**config.mk**
```make
export PLATFORM = sky130hd
export DESIGN_NAME = led_event_blinker
export DESIGN_NICKNAME = d
export VERILOG_FILES = /design/src/rtl/led_blink_pkg.sv /design/src/rtl/led_blink_channel.sv /design/src/rtl/led_event_blinker.sv
export SDC_FILE = /design/constraint.sdc
export NUM_CORES = 1
export LEC_CHECK = 0
export CORE_AREA = 2 2 83 164
export DETAILED_ROUTE_END_ITERATION = 10
export DIE_AREA = 0 0 85 166
export PLACE_DENSITY = 0.79
export SYNTH_ARGS = -nofsm -noshare
export SYNTH_HDL_FRONTEND = slang
export SYNTH_SLANG_ARGS = --single-unit
```
**constraint.sdc**
```tcl
create_clock -name clk -period 7.8 [get_ports clk]
set_clock_uncertainty 0.15 [all_clocks]
set_input_delay 1.95 -clock clk [delete_from_list [all_inputs] [get_ports clk]]
set_output_delay 1.95 -clock clk [all_outputs]
set_load 0.01 [all_outputs]
```
**src/rtl/led_blink_pkg.sv**
```systemverilog
// Shared types and helpers for the LED event blinker.
// Holds the per-channel state encoding and the phase counter width function.
package led_blink_pkg;

  typedef enum logic [1:0] {
    IDLE = 2'd0,
    ON   = 2'd1,
    OFF  = 2'd2
  } blink_state_t;

  // Width wide enough to hold the larger of the two phase lengths.
  function automatic int clog2_max(input int a, input int b);
    int m;
    m = (a > b) ? a : b;
    return $clog2(m + 1);
  endfunction

endpackage

```
**src/rtl/led_blink_channel.sv**
```systemverilog
// One LED channel: turns an event pulse into BLINKS on/off cycles.
// Latency: lit/busy change one clk after the pulse is sampled.
// No backpressure: events during a sequence restart it, never queue.
module led_blink_channel
  import led_blink_pkg::*;
#(
  parameter int ON_CYCLES  = 12_500_000,
  parameter int OFF_CYCLES = 12_500_000,
  parameter int BLINKS     = 2
) (
  input  logic clk,
  input  logic rst_n,
  input  logic event_pulse,
  output logic lit,
  output logic busy
);

  localparam int PW = clog2_max(ON_CYCLES, OFF_CYCLES);
  localparam int BW = $clog2(BLINKS + 1);

  localparam logic [PW-1:0] ON_LAST    = PW'(ON_CYCLES - 1);
  localparam logic [PW-1:0] OFF_LAST   = PW'(OFF_CYCLES - 1);
  localparam logic [BW-1:0] BLINK_LAST = BW'(BLINKS - 1);

  if (ON_CYCLES < 1 || OFF_CYCLES < 1 || BLINKS < 1) begin : g_bad_param
    $error("led_blink_channel: ON_CYCLES, OFF_CYCLES and BLINKS must be >= 1");
  end

  blink_state_t    state;
  logic [PW-1:0]   phase_cnt;
  logic [BW-1:0]   blink_cnt;

  // lit/busy are registered alongside the state so they reflect the next state.
  always_ff @(posedge clk or negedge rst_n) begin
    if (!rst_n) begin
      state     <= IDLE;
      phase_cnt <= '0;
      blink_cnt <= '0;
      lit       <= 1'b0;
      busy      <= 1'b0;
    end else if (event_pulse) begin
      state     <= ON;
      phase_cnt <= '0;
      blink_cnt <= '0;
      lit       <= 1'b1;
      busy      <= 1'b1;
    end else begin
      case (state)
        IDLE: begin
          lit  <= 1'b0;
          busy <= 1'b0;
        end
        ON: begin
          if (phase_cnt == ON_LAST) begin
            phase_cnt <= '0;
            lit       <= 1'b0;
            if (blink_cnt == BLINK_LAST) begin
              state     <= IDLE;
              blink_cnt <= '0;
              busy      <= 1'b0;
            end else begin
              state     <= OFF;
              blink_cnt <= blink_cnt + 1'b1;
              busy      <= 1'b1;
            end
          end else begin
            phase_cnt <= phase_cnt + 1'b1;
          end
        end
        OFF: begin
          if (phase_cnt == OFF_LAST) begin
            state     <= ON;
            phase_cnt <= '0;
            lit       <= 1'b1;
          end else begin
            phase_cnt <= phase_cnt + 1'b1;
          end
        end
        default: begin
          state     <= IDLE;
          phase_cnt <= '0;
          blink_cnt <= '0;
          lit       <= 1'b0;
          busy      <= 1'b0;
        end
      endcase
    end
  end

endmodule

```
**src/rtl/led_event_blinker.sv**
```systemverilog
// N independent event-to-LED blink channels with selectable LED polarity.
// Latency: led/busy respond one clk after an event pulse is sampled.
// No backpressure: event pulses are always accepted, retriggering a channel.
module led_event_blinker
  import led_blink_pkg::*;
#(
  parameter int N          = 4,
  parameter int ON_CYCLES  = 12_500_000,
  parameter int OFF_CYCLES = 12_500_000,
  parameter int BLINKS     = 2,
  parameter bit ACTIVE_LOW = 1'b0
) (
  input  logic         clk,
  input  logic         rst_n,
  input  logic [N-1:0] event_pulse,
  output logic [N-1:0] led,
  output logic [N-1:0] busy
);

  if (N < 1) begin : g_bad_n
    $error("led_event_blinker: N must be >= 1");
  end

  for (genvar i = 0; i < N; i++) begin : g_ch
    logic lit;

    led_blink_channel #(
      .ON_CYCLES (ON_CYCLES),
      .OFF_CYCLES(OFF_CYCLES),
      .BLINKS    (BLINKS)
    ) u_ch (
      .clk        (clk),
      .rst_n      (rst_n),
      .event_pulse(event_pulse[i]),
      .lit        (lit),
      .busy       (busy[i])
    );

    // lit is a flop output, so the constant inversion keeps led glitch-free.
    assign led[i] = lit ^ ACTIVE_LOW;
  end

endmodule

```
After elaboration in Yosys (flattened, before gate mapping)
Index checks and enable logic that the tools add are counted.
Cells by class
  equality and inequality tests: 36
  $add $sub $neg: 8
  reductions and logical operators: 28
  muxes and demuxes: 80
Operator list (count)
  $mux 24: 8
  $pmux 24 s2: 4
  $add 24x1->24 const B: 4
  $eq 24x24->1 const B: 4
  $mux 2: 28
  $mux 1: 24
  $ne 3x2->1 const B: 8
  $pmux 2 s3: 4
  $reduce_and 2->1: 12
  $eq 2x1->1 const B: 8
  $ne 2x2->1 const B: 8
  $pmux 1 s2: 8
  $pmux 2 s2: 4
  $reduce_or 2->1: 8
  $reduce_and 3->1: 4
  $add 2x1->2 const B: 4
  $eq 2x2->1 const B: 4
  $logic_not 2->1: 4
  $ne 2x1->1 const B: 4
Storage, ports and cells
  output and inout port bits: 8
  input bits: 6
  register bits: 120
  word-level logic and storage cells: 172

Longest topological paths before layout
  depth after elaboration: 5
  depth in mapped cells: 9
  mapped depth without buffers: 7

Hierarchy
Synthesis repeated with hierarchy kept, for this count alone.
Unflattened totals
  cell total of the unflattened synthesis: 757
  area total of the unflattened synthesis: 7021.7 um2
By module, submodules not included
  led_blink_channel at g_ch[0].u_ch ...: cells each 191, sequential area each 750.7 um2, area each 1749.2 um2, times used 3
  led_blink_channel at g_ch[3].u_ch: cells each 180, sequential area each 750.7 um2, area each 1744.2 um2, times used 1
  led_event_blinker: cells each 4, sequential area each 0.0 um2, area each 30.0 um2, times used 1

Worst setup path before layout
No wires, ideal clock.
  kind: input port to flip-flop
  start point: input event_pulse[3]
  end point: register g_ch[3].u_ch.phase_cnt[11]
  slack: 4.313 ns
  stages on the path: 7
  data arrival time: 3.204 ns
  path buffers: 2
  required time: 7.517 ns
  library setup time: 0.133 ns
  cells stage by stage: clkbuf_1 > nor2b_1 > clkbuf_1 > nor4_1 > nand4_1 > xor2_1 > nor2_1
On the way
  longest elaborated chain between the ends: 1
  elaborated cells between the ends (all ways): 2
  those cells by class: eq/ne: 1; mux: 1
Ends and longest elaborated chain
  from (decl): line led_event_blinker.sv:15  | input logic [N-1:0] event_pulse,
  $ne 2x2->1 (no source line) or $mux 24 (tied branches)
  to (signal assigned): line led_blink_channel.sv:67  | phase_cnt <= phase_cnt + 1'b1;
  to (signal assigned): line led_blink_channel.sv:76  | phase_cnt <= phase_cnt + 1'b1;
  to (decl): line led_blink_channel.sv:30  | logic [PW-1:0] phase_cnt;
Several ways; a longest one is shown, not always the timed one.
A chain may end at the register's enable or synchronous reset.

Worst setup path in the final report
  start point: input event_pulse[3]
  end point: register g_ch[3].u_ch.phase_cnt[19]
The elaborated chain is that of the path after synthesis.

==> key figures <==
Place
  – HPWL reported at the end of detailed placement: 11.1 mm
  – Port Buffers: 13
  – Placed cell count: 905
  – Final Wtd Congestion: 0.950

Clocking
  – CTS tree: built
  – Worst skew pair latency: 0.42 ns
  – Post_cts resized: 0
  – Htree depth: 4
  – Setup Buffers After CTS: 0
  – Clock root cell: clkbuf_16
  – Num Clock Sinks: 120
  – Clock-pin slew on the worst setup and hold paths: 0.05 ns
  – CTS buffer count: 17
  – Clock Path Buffers: 2
  – Cts hold-fix bufs: 0

Job
  – Max_cap viols: 0

Route
  – Final ANT Viol Nets: 0
  – Routed WL: 16.4 mm
  – Routed vias/inst: 6.47
  – Drt wl/cell: 17.5 um
  – Starting DRC count in detailed routing: 382
  – Remaining DRCs: 0
  – DRT Pass-1 Iters: 5
  – Vias: 6065

Logic synthesis
  – Synthesized area per cell: 9.03 sq um
  – Yosys Warn Count: 0
  – Main synth FF type: dfrtp_1
  – Synth cell count leaders: 120 x dfrtp_1, 86 x nor2_1, 67 x nand2_1
  – Post-synthesis sequential area ratio: 42.9%
  – Share of the synthesized area in the top cell type: 42.9%
  – Number of synthesized flops with an enable pin: 0
  – Syn Inst Count: 774
  – Synth area leaders: dfrtp_1 43%, nor2_1 4.6%, nand3_1 3.7%, nand2_1 3.6%, ha_1 3.6%
  – Netlist cell types: 60
  – Synthesized net count: 800
  – Biggest area consumer among synthesized cells: dfrtp_1
  – Top-count cell post-synth: dfrtp_1
  – Post-Syn Area: 6990 sq um
  – #FFs+latches synth: 120
  – Asr flop ratio synth: 100%

Outcome
  – Outcome: finished clean

STA
  – Final setup TNS: 0 ns
  – Worst slew pin tran: 1.29 ns
  – Fin crit share: 53.9%
  – Slew Limit Fails: 0
  – Max Clk Rate: 238 MHz
  – Hold WS: 0.343 ns
  – Final setup violating endpoints: 0
  – Min Tclk post-route: 4.20 ns
  – RSZ-0062 raised after global routing: false
  – Slew HR: 13.8%
  – Final Hold Violating Endpoints: 0

Global route
  – Pin count of the biggest net entering global routing: 64
  – Vias in the first global route: 6287
  – Initial antenna violation count: 0
  – GRT Total Usage: 24.2%
  – First-pass GRT wire length: 28.3 mm
  – Total grt overflow: 0

Power and ir drop
  – PwrDens: 274 nW/um^2
  – Max VDD drop: 0.000196 V
  – Pleak: 3.26 nW

Floorplanning
  – Die area: 14100 sq um
  – Row count: 59
  – Chip height: 166 um
  – Initial Util: 54.1%
  – I/O Pins: 14
  – Die width: 85 um
  – Total core area: 12900 sq um

Finish
  – Area Overhead vs Synth: 11.4%
  – Layout cells sized above 1: 7.64%
  – # fillers: 1041
  – Ant diodes: 0
  – Layout Nets: 798
  – Multi-input logic area: 3700 sq um
  – Final cell count without fillers: 937
  – Register area: 3000 sq um

Worst setup path
  – Worst setup path class: primary input to flop
  – Worst EP required: 7.97 ns
  – Arr. time, crit path: 4.38 ns
  – Startpoint types: primary input
  – Element type at the critical path end: flop
  – Critical path fanouts, max: 26

Min path
  – Hold WC Path Type: flop to flop
-- per-stage QoR --
step / util [%] / instance area [sq um] / worst slack (ns) / power (mW)
3_5_place_dp: 55.4 / 7160 / 3.25 / 1.29
6_report: 60.3 / 7790 / 3.60 / 2.13
3_3_place_gp: 55.4 / 7160 / 3.39 / 1.26
2_1_floorplan: - / 6990 / 4.31 / 1.16
4_1_cts: 60.3 / 7790 / 3.66 / 2.13
5_1_grt: 60.3 / 7790 / 3.42 / 2.25
-- layout make-up --
type	count	area share, %
Multi-Input combinational cell	587	47.5
Tap cell	152	2.44
Clock inverter	15	2.60
Timing Repair Buffer	17	2.02
Clock buffer	17	5.46
Sequential cell	120	38.5
Inverter	29	1.40
-- worst max-delay path, stage by stage --
cell	delay [ns]
clkdlybuf4s50_1	0.63
nor2b_1	0.08
buf_4	0.22
a211oi_1	1.06
nand3_1	0.20
mux2i_1	0.24
-- layer usage --
layer | global-route usage (%) | vias to the layer above | share of wire, %
li1 | - | 2824 | -
met1 | 25.5 | 2977 | 37
met2 | 43.9 | 210 | 56
met3 | 4.47 | 54 | 3.6
met4 | 13.2 | 0 | 3.4
met5 | 0 | - | 0
-- registers in the layout, indices dropped and copies added (netlist names) --
register,count
g_ch.u_ch.busy,4
g_ch.u_ch.state,8
g_ch.u_ch.blink_cnt,8
g_ch.u_ch.phase_cnt,96
g_ch.u_ch.lit,4
-- worst paths after layout --
| kind | startpoint | end | depth (start not counted) | slack, ns |
|---|---|---|---|---|
| worst max-delay path | event_pulse[3] | g_ch[3].u_ch.phase_cnt[19] | 6 | 3.60 |
| worst min-delay path | g_ch[3].u_ch.phase_cnt[23] | g_ch[3].u_ch.phase_cnt[23] | 1 | 0.34 |
| worst max register to register | g_ch[1].u_ch.phase_cnt[14] | g_ch[1].u_ch.phase_cnt[13] | 5 | 4.71 |
| worst min register to register | g_ch[3].u_ch.phase_cnt[23] | g_ch[3].u_ch.phase_cnt[23] | 1 | 0.34 |
| max in group asynchronous | rst_n | g_ch[0].u_ch.phase_cnt[1] | 2 | 4.78 |
| min in group asynchronous | rst_n | g_ch[3].u_ch.phase_cnt[0] | 1 | 1.44 |
-- logic make-up after synthesis --
family / synth area share, %
adder cells (fa/ha/maj): 3.58
multiplexers: 4.04
flip-flops: 42.9
XOR/XNOR: 4.26
buffers and inverters: 4.08
AND/OR/NAND/NOR: 26.6
AO/OA/AOI/OAI: 14.5
-- where the power goes --
part | internal [mW] | total [mW] | switching (mW)
Combinational | 0.208 | 0.569 | 0.360
Clock | 0.535 | 0.838 | 0.303
Sequential | 0.678 | 0.726 | 0.0476
-- cells in the final DEF, fill, tap and decap left out, types with 20 or more instances in the layout --
cell and count:
o21ai_0 32, a31oi_1 20, dfrtp_1 120, inv_1 29
xor2_1 26, nand2_1 67, nand3_1 51, ha_1 20
a21oi_1 37, nor2_1 86, nand4_1 33
No activity file was read; power rests on OpenSTA's default activity.
